<file path="src/rtl/serial_subtractor_8bit_if.sv">
// Request/response handshake bundle for the bit-serial subtractor.
// master: requester (start/X/Y/Bin/out_ready); slave: the subtractor.
// Optional OVF signal exists only when SUB_OVF_EN is defined.
interface serial_subtractor_8bit_if #(
    parameter int WIDTH = 8
);
    logic             start;
    logic             in_ready;
    logic [WIDTH-1:0] X;
    logic [WIDTH-1:0] Y;
    logic             Bin;
    logic [WIDTH-1:0] D;
    logic             Bout;
    logic             out_valid;
    logic             out_ready;
`ifdef SUB_OVF_EN
    logic             OVF;
`endif

    modport master (
        output start,
        output X,
        output Y,
        output Bin,
        output out_ready,
        input  in_ready,
        input  D,
        input  Bout,
`ifdef SUB_OVF_EN
        input  OVF,
`endif
        input  out_valid
    );

    modport slave (
        input  start,
        input  X,
        input  Y,
        input  Bin,
        input  out_ready,
        output in_ready,
        output D,
        output Bout,
`ifdef SUB_OVF_EN
        output OVF,
`endif
        output out_valid
    );
endinterface

</file>
<file path="src/rtl/serial_subtractor_8bit.sv">
// Bit-serial subtractor: D = X - Y - Bin, one bit per clock, WIDTH cycles.
// Ports: clk, rst_n (async active-low), bus (slave modport of
// serial_subtractor_8bit_if: start/in_ready request, D/Bout/out_valid/
// out_ready response). Define SUB_OVF_EN to add the signed OVF flag.
module serial_subtractor_8bit #(
    parameter int WIDTH = 8
) (
    input  logic                    clk,
    input  logic                    rst_n,
    serial_subtractor_8bit_if.slave bus
);
    localparam int CW = (WIDTH > 2) ? $clog2(WIDTH) : 1;
    localparam logic [CW-1:0] LAST = CW'(WIDTH - 1);

    typedef enum logic [1:0] {
        IDLE  = 2'd0,
        SHIFT = 2'd1,
        DONE  = 2'd2
    } state_t;

    state_t           state_q, state_d;
    logic [WIDTH-1:0] xsr_q, xsr_d;
    logic [WIDTH-1:0] ysr_q, ysr_d;
    logic [WIDTH-1:0] rsr_q, rsr_d;
    logic             brw_q, brw_d;
    logic [CW-1:0]    cnt_q, cnt_d;
    logic [WIDTH-1:0] res_q, res_d;
    logic             bout_q, bout_d;
    logic             vld_q, vld_d;
`ifdef SUB_OVF_EN
    logic             xs_q, xs_d;
    logic             ys_q, ys_d;
    logic             ovf_q, ovf_d;
`endif

    logic             bx, by, bb;
    logic             dbit;
    logic             bnext;
    logic [WIDTH-1:0] rshift;

    // Single full-subtractor cell on the LSBs of the operand shifters.
    always_comb begin
        bx     = xsr_q[0];
        by     = ysr_q[0];
        bb     = brw_q;
        dbit   = bx ^ by ^ bb;
        bnext  = (~bx & by) | (~(bx ^ by) & bb);
        rshift = {dbit, rsr_q[WIDTH-1:1]};
    end

    always_comb begin
        state_d = state_q;
        xsr_d   = xsr_q;
        ysr_d   = ysr_q;
        rsr_d   = rsr_q;
        brw_d   = brw_q;
        cnt_d   = cnt_q;
        res_d   = res_q;
        bout_d  = bout_q;
        vld_d   = vld_q;
`ifdef SUB_OVF_EN
        xs_d    = xs_q;
        ys_d    = ys_q;
        ovf_d   = ovf_q;
`endif
        unique case (state_q)
            IDLE: begin
                if (bus.start) begin
                    xsr_d   = bus.X;
                    ysr_d   = bus.Y;
                    brw_d   = bus.Bin;
                    rsr_d   = '0;
                    cnt_d   = '0;
                    state_d = SHIFT;
`ifdef SUB_OVF_EN
                    xs_d    = bus.X[WIDTH-1];
                    ys_d    = bus.Y[WIDTH-1];
`endif
                end
            end
            SHIFT: begin
                xsr_d = xsr_q >> 1;
                ysr_d = ysr_q >> 1;
                brw_d = bnext;
                rsr_d = rshift;
                cnt_d = cnt_q + 1'b1;
                // Last bit: publish the full word at once so partial
                // results never reach D.
                if (cnt_q == LAST) begin
                    res_d   = rshift;
                    bout_d  = bnext;
                    vld_d   = 1'b1;
                    state_d = DONE;
`ifdef SUB_OVF_EN
                    ovf_d   = (xs_q != ys_q) && (dbit != xs_q);
`endif
                end
            end
            DONE: begin
                if (bus.out_ready) begin
                    vld_d   = 1'b0;
                    state_d = IDLE;
                end
            end
            default: begin
                state_d = IDLE;
            end
        endcase
    end

    always_ff @(posedge clk or negedge rst_n) begin
        if (!rst_n) begin
            state_q <= IDLE;
            xsr_q   <= '0;
            ysr_q   <= '0;
            rsr_q   <= '0;
            brw_q   <= 1'b0;
            cnt_q   <= '0;
            res_q   <= '0;
            bout_q  <= 1'b0;
            vld_q   <= 1'b0;
`ifdef SUB_OVF_EN
            xs_q    <= 1'b0;
            ys_q    <= 1'b0;
            ovf_q   <= 1'b0;
`endif
        end else begin
            state_q <= state_d;
            xsr_q   <= xsr_d;
            ysr_q   <= ysr_d;
            rsr_q   <= rsr_d;
            brw_q   <= brw_d;
            cnt_q   <= cnt_d;
            res_q   <= res_d;
            bout_q  <= bout_d;
            vld_q   <= vld_d;
`ifdef SUB_OVF_EN
            xs_q    <= xs_d;
            ys_q    <= ys_d;
            ovf_q   <= ovf_d;
`endif
        end
    end

    assign bus.in_ready  = (state_q == IDLE);
    assign bus.D         = res_q;
    assign bus.Bout      = bout_q;
    assign bus.out_valid = vld_q;
`ifdef SUB_OVF_EN
    assign bus.OVF       = ovf_q;
`endif
endmodule

</file>
<file path="src/flat_wrapper.sv">
// flat-port wrapper written by rule: the top's interface ports become plain ports
module serial_subtractor_8bit_flat 
#(
    parameter int WIDTH = 8
)
  (clk, rst_n, bus_start, bus_X, bus_Y, bus_Bin, bus_out_ready, bus_in_ready, bus_D, bus_Bout, bus_out_valid);
  serial_subtractor_8bit_if #(.WIDTH(WIDTH)) bus_i ();
  input  logic clk;
  input  logic rst_n;
  input wire logic [$bits(bus_i.start)-1:0] bus_start;
  input wire logic [$bits(bus_i.X)-1:0] bus_X;
  input wire logic [$bits(bus_i.Y)-1:0] bus_Y;
  input wire logic [$bits(bus_i.Bin)-1:0] bus_Bin;
  input wire logic [$bits(bus_i.out_ready)-1:0] bus_out_ready;
  output wire logic [$bits(bus_i.in_ready)-1:0] bus_in_ready;
  output wire logic [$bits(bus_i.D)-1:0] bus_D;
  output wire logic [$bits(bus_i.Bout)-1:0] bus_Bout;
  output wire logic [$bits(bus_i.out_valid)-1:0] bus_out_valid;
  assign bus_i.start = bus_start;
  assign bus_i.X = bus_X;
  assign bus_i.Y = bus_Y;
  assign bus_i.Bin = bus_Bin;
  assign bus_i.out_ready = bus_out_ready;
  assign bus_in_ready = bus_i.in_ready;
  assign bus_D = bus_i.D;
  assign bus_Bout = bus_i.Bout;
  assign bus_out_valid = bus_i.out_valid;
  serial_subtractor_8bit #(.WIDTH(WIDTH)) u_core (.clk(clk), .rst_n(rst_n), .bus(bus_i));
endmodule
</file>
<file path="config.mk">
export PLATFORM = sky130hd
export DESIGN_NAME = serial_subtractor_8bit_flat
export DESIGN_NICKNAME = d
export VERILOG_FILES = /design/src/rtl/serial_subtractor_8bit_if.sv /design/src/rtl/serial_subtractor_8bit.sv /design/src/flat_wrapper.sv
export SDC_FILE = /design/constraint.sdc
export NUM_CORES = 1
export LEC_CHECK = 0
export CAP_MARGIN = 20
export CORE_ASPECT_RATIO = 1.4
export CORE_UTILIZATION = 55
export DETAILED_ROUTE_END_ITERATION = 10
export GPL_TIMING_DRIVEN = 0
export PLACE_DENSITY = 0.88
export SLEW_MARGIN = 5
export SYNTH_ARGS = -nofsm -noshare
export SYNTH_HDL_FRONTEND = slang
export SYNTH_SLANG_ARGS = --single-unit
</file>
<file path="constraint.sdc">
create_clock -name clk -period 2.7 [get_ports clk]
set_clock_uncertainty 0.2 [all_clocks]
set_input_delay 0.81 -clock clk [delete_from_list [all_inputs] [get_ports clk]]
set_output_delay 0.81 -clock clk [all_outputs]
set_load 0.02 [all_outputs]
</file>
# Yosys cells after proc, flatten, opt, wreduce, memory -nomap -nowiden
# Index checks and enable logic that the tools add are counted.
# W data, S select, Z words.
[totals] register_bits=40 out_inout_bits=11 wordCells=47
[classes] n_addsub=1 eq_ne=6 mux=17 bitwise=7 n_reduce_logical=7
[ops] cell="$pmux W8 S2" n=3
[ops] cell="$mux W8" n=3
[ops] cell="$mux W2" n=3
[ops] cell="$pmux W2 S3" n=1
[ops] cell="$pmux W3 S2" n=1
[ops] cell="$reduce_and A3 Y1" n=2
[ops] cell="$ne A2 B2 Y1 const B" n=2
[ops] cell="$pmux W1 S2" n=2
[ops] cell="$reduce_and A2 Y1" n=2
[ops] cell="$reduce_bool A2 Y1" n=2
[ops] cell="$add A3 B1 Y3 const B" n=1
[ops] cell="$eq A3 B3 Y1 const B" n=1
[ops] cell="$mux W1" n=3
[ops] cell="$mux W3" n=1
[ops] cell="$and A1 B1 Y1" n=2
[ops] cell="$eq A2 B1 Y1 const B" n=1
[ops] cell="$eq A2 B2 Y1 const B" n=1
[ops] cell="$logic_not A2 Y1" n=1
[ops] cell="$ne A2 B1 Y1 const B" n=1
[ops] cell="$not A1 Y1" n=2
[ops] cell="$xor A1 B1 Y1" n=2
[ops] cell="$or A1 B1 Y1" n=1

# Logic depth before layout (Yosys ltp)
[logic_depth] word_depth=5 mapped_depth=6 mapped_depth_nobuf=5

# Worst setup path before layout
# No wires, ideal clock.
[synth_timing] path_kind="register -> output" startpoint="register u_core.state_q[0]" endpoint="output port bus_in_ready" arrival_time_ps=892 setup_slack_ps=798 path_stages_with_launch=3 path_cell_list="dfrtp_1 -> buf_4 -> nor2_1"
[synth_via] elab_chain_cells=1
[synth_rtl] item="start: declaration" line="serial_subtractor_8bit.sv:21" source="state_t state_q, state_d;"
[synth_rtl] item="start signal: assignment" line="serial_subtractor_8bit.sv:128" source="state_q <= state_d;"
[synth_rtl] item="$logic_not A2 Y1" line="serial_subtractor_8bit.sv:145" source="assign bus.in_ready = (state_q == IDLE);"
[synth_rtl] item="end: declaration" line="flat_wrapper.sv:15" source="output wire logic [$bits(bus_i.in_ready)-1:0] bus_in_ready;"
# No other way between the ends.

# Worst setup path in the final report
[layout_timing] startpoint="register u_core.state_q[1]" endpoint="output port bus_in_ready"
# Same word-level chain as after synthesis.

==> reports/metrics.cfg <==
[status]
outcome=completed

[synthesis]
netlist_area_mm2=0.00172
register_area_share_after_synthesis_pct=56.8
netlist.top_cell.by_area=sky130_fd_sc_hd__dfrtp_1
postSynth.asyncResetShare_pct=100
synth_fp_nets=164
post_synth_inst_count=140
yosysTopAreaCellShare_pct=56.8
synth_flop_cell=sky130_fd_sc_hd__dfrtp_1
yosys-top-cells-area=sky130_fd_sc_hd__dfrtp_1 57%, sky130_fd_sc_hd__mux2_4 6.1%, sky130_fd_sc_hd__a22o_1 4.6%
synth_warnings=0
postSynthRegisterBits=39
mean_syn_cell_area_um2=12.3
yosys.cell_count.top_type=sky130_fd_sc_hd__dfrtp_1
yosys.cell_types.count=30
synth_common_cells=39 x sky130_fd_sc_hd__dfrtp_1, 14 x sky130_fd_sc_hd__a21oi_1, 12 x sky130_fd_sc_hd__nor2_1, 12 x sky130_fd_sc_hd__o22ai_1, 9 x sky130_fd_sc_hd__a22o_1
synth-edff-count=0

[floorplanning]
core_outline_area_mm2=0.00291
die-area_mm2=0.00335
chipHeight_um=68.1
die_w_um=49.2
fp-row-count=23
io_pins=32
floorplan.initialDensity_pct=59.1

[worst_setup_path]
cp_cell_sequence=buf_4 > nor2_1 > dlygate4sd2_1
ff2ff_path_depth=5
crit_family=buffers and inverters
timing.critical_path.required_ps=1690
ff2ff_setup_slack_ps=970
timing.critical_path.from_type=register
cp.buffers_inverters=2
rr_startpoint=u_core.cnt_q[0]
critical-path-max-stage-delay_ps=420
crit_type=register to primary output
critical_path_sink_type=primary output
worst-endpoint-arrival_ps=1430
critical_path_top_delay_cell=sky130_fd_sc_hd__dfrtp_1
rr_endpoint=u_core.bus.D[3]
maximum_fanout_encountered_on_the_critical_timing_path=10

[sta]
finalWorstPathRequiredPeriod_ps=2440
slew_headroom_pct=44.1
worst-slew-pin-transition_ps=839
setup_slack_ps=262
final_report_hold_violation_count=0
report.final.slew_viol_count=0
layout_worst_path_cycle_share_pct=90.3
setup_repair_after_global_routing_missed_its_margin=no
final-setup-viol-count=0
max_clock_freq_mhz=410

[worst_hold_path]
hold_depth=2
hold_start=u_core.bus.Bout
holdCritPathClass=register to register
min_delay_worst_endpoint=u_core.bus.Bout

[layout]
antenna-diode-count=0
utilization_pct=75.4
final_net_count=201
final_area_mm2=0.00219
instances_no_fill=215
layout-drive-gt1-share_pct=17.4
areaGrowthSynthToFinish_pct=27.5
fillCellCount=200

[job]
cap_viol_max_count=0

[cts]
worst_setup_hold_path_clk_slew_ps=80
clock_tree_from_tritoncts=yes
clock-root-buffer=sky130_fd_sc_hd__clkbuf_8
worst_skew_pair_later_pin_latency_ps=290
cts_buffers=5
max-clock-path-buffers=2
cts.sinks=39
h-tree-depth=2
cts.repair_timing.setup_buffer_count=0

[drt]
initialDrtViolationCount=39
post_drt_via_cell_ratio=5.90
dr.pass1.iters=4
drc=0
route.detailed.wl_per_inst_um=15.9
route.antenna.remaining_nets=0
totalWireLength_mm=3.43
detailroute.via_count=1269

[global_route]
grt_pass1_wl_mm=6.00
maximum_number_of_pins_on_one_net_before_global_route_repair=40
grt_antenna_before_repair=0
globalRouteTotalUtil_pct=24.4
gr_overflow_total=0
first_global_vias=1291

[power_and_ir_drop]
ir_drop_worst_case_vdd_v=0.000677
sum_of_internal_switching_and_leakage_power_uw=2630
power.static_leakage_uw=0.00101
power-per-cell-area_mw_per_mm2=1200

[placed_design]
buffer_ports.inserted=30
preCtsSetupSlack_ps=307
dpl-instance-area_mm2=0.00206
placedCellCount=207
gp_routability_congestion=0.860
hpwlAfterDp_mm=2.47

[stage by stage]
stage | setup TNS, ps | hold WS (ps)
floorplan | 0 | 265
global placement | -8610 | 273
detailed placement | 0 | 285
CTS | 0 | 300
global route | 0 | 321
finish | 0 | 299
[report_power, final]
group / switching [uW] / internal [uW]
clock: 205 / 369
combinational: 491 / 555
sequential: 166 / 848
total: 861 / 1770
[cells by family after synthesis]
kind of cell	count (synthesis)	share of synthesized area, %
flops	39	56.8
mux	8	6.77
fa+ha+maj	3	2.62
compound gates	50	20.2
buf+inv	15	5.39
simple gates	25	8.23
[timing repair]
item,4_1_cts,5_1_grt
gates resized for setup,1,0
endpoints found under the setup margin,1,0
hold buffers,0,0
endpoints found under the hold margin,0,0
[worst max-delay path by stage]
stage                                  from               to  depth (start not counted)
after floorplan           u_core.state_q[0]     bus_in_ready                          2
after global placement                rst_n  u_core.ysr_q[5]                          1
after detailed placement  u_core.state_q[1]     bus_in_ready                          3
after CTS                 u_core.state_q[1]     bus_in_ready                          3
after global routing      u_core.state_q[1]     bus_in_ready                          3
final                     u_core.state_q[1]     bus_in_ready                          3
[flip-flops by register name (all words and copies together) (netlist names)]
name	count
u_core.cnt_q	3
u_core.state_q	2
u_core.xsr_q	8
u_core.bb	1
u_core.ysr_q	8
u_core.rsr_q	7
u_core.bus.out_valid	1
u_core.bus.D	8
u_core.bus.Bout	1
[per-layer routing]
metal	up-vias	part of all wire [%]	global-route usage [%]
met4	0	2.0	9.19
met5	-	0	0
met3	9	4.5	5.33
met1	621	42	29.1
li1	585	-	-
met2	54	52	43.3
[worst reg2reg max path, cell delays in order (launching register included)]
cell	delay [ps]
sky130_fd_sc_hd__dfrtp_1	390
sky130_fd_sc_hd__ha_1	200
sky130_fd_sc_hd__ha_1	240
sky130_fd_sc_hd__nand3b_4	100
sky130_fd_sc_hd__buf_6	170
sky130_fd_sc_hd__mux2_4	320
[final cells by class]
cell class / count / area, um^2 / share of cell area (%)
tap: 37 / 46.3 / 2.11
inverter: 6 / 22.5 / 1.03
timing repair buffer: 30 / 294 / 13.4
sequential: 39 / 976 / 44.5
buffer: 9 / 70.1 / 3.20
multi-input combinational: 86 / 649 / 29.6
clock inverter: 2 / 60.1 / 2.74
clock buffer: 6 / 72.6 / 3.31
[cell usage in the layout (no fill, tap or decap), types with 4 or more instances in the layout]
master | synthesis | layout
sky130_fd_sc_hd__a21oi_1 | 14 | 14
sky130_fd_sc_hd__buf_4 | 5 | 5
sky130_fd_sc_hd__nand2_1 | 4 | 4
sky130_fd_sc_hd__o22ai_1 | 12 | 12
sky130_fd_sc_hd__a22o_1 | 9 | 9
sky130_fd_sc_hd__nor2_1 | 12 | 12
sky130_fd_sc_hd__clkbuf_8 | 0 | 5
sky130_fd_sc_hd__clkdlybuf4s50_1 | 0 | 28
sky130_fd_sc_hd__mux2_4 | 7 | 7
sky130_fd_sc_hd__dfrtp_1 | 39 | 39
sky130_fd_sc_hd__o21ai_0 | 4 | 4
sky130_fd_sc_hd__inv_1 | 6 | 6
No activity file was read; power rests on OpenSTA's default activity.
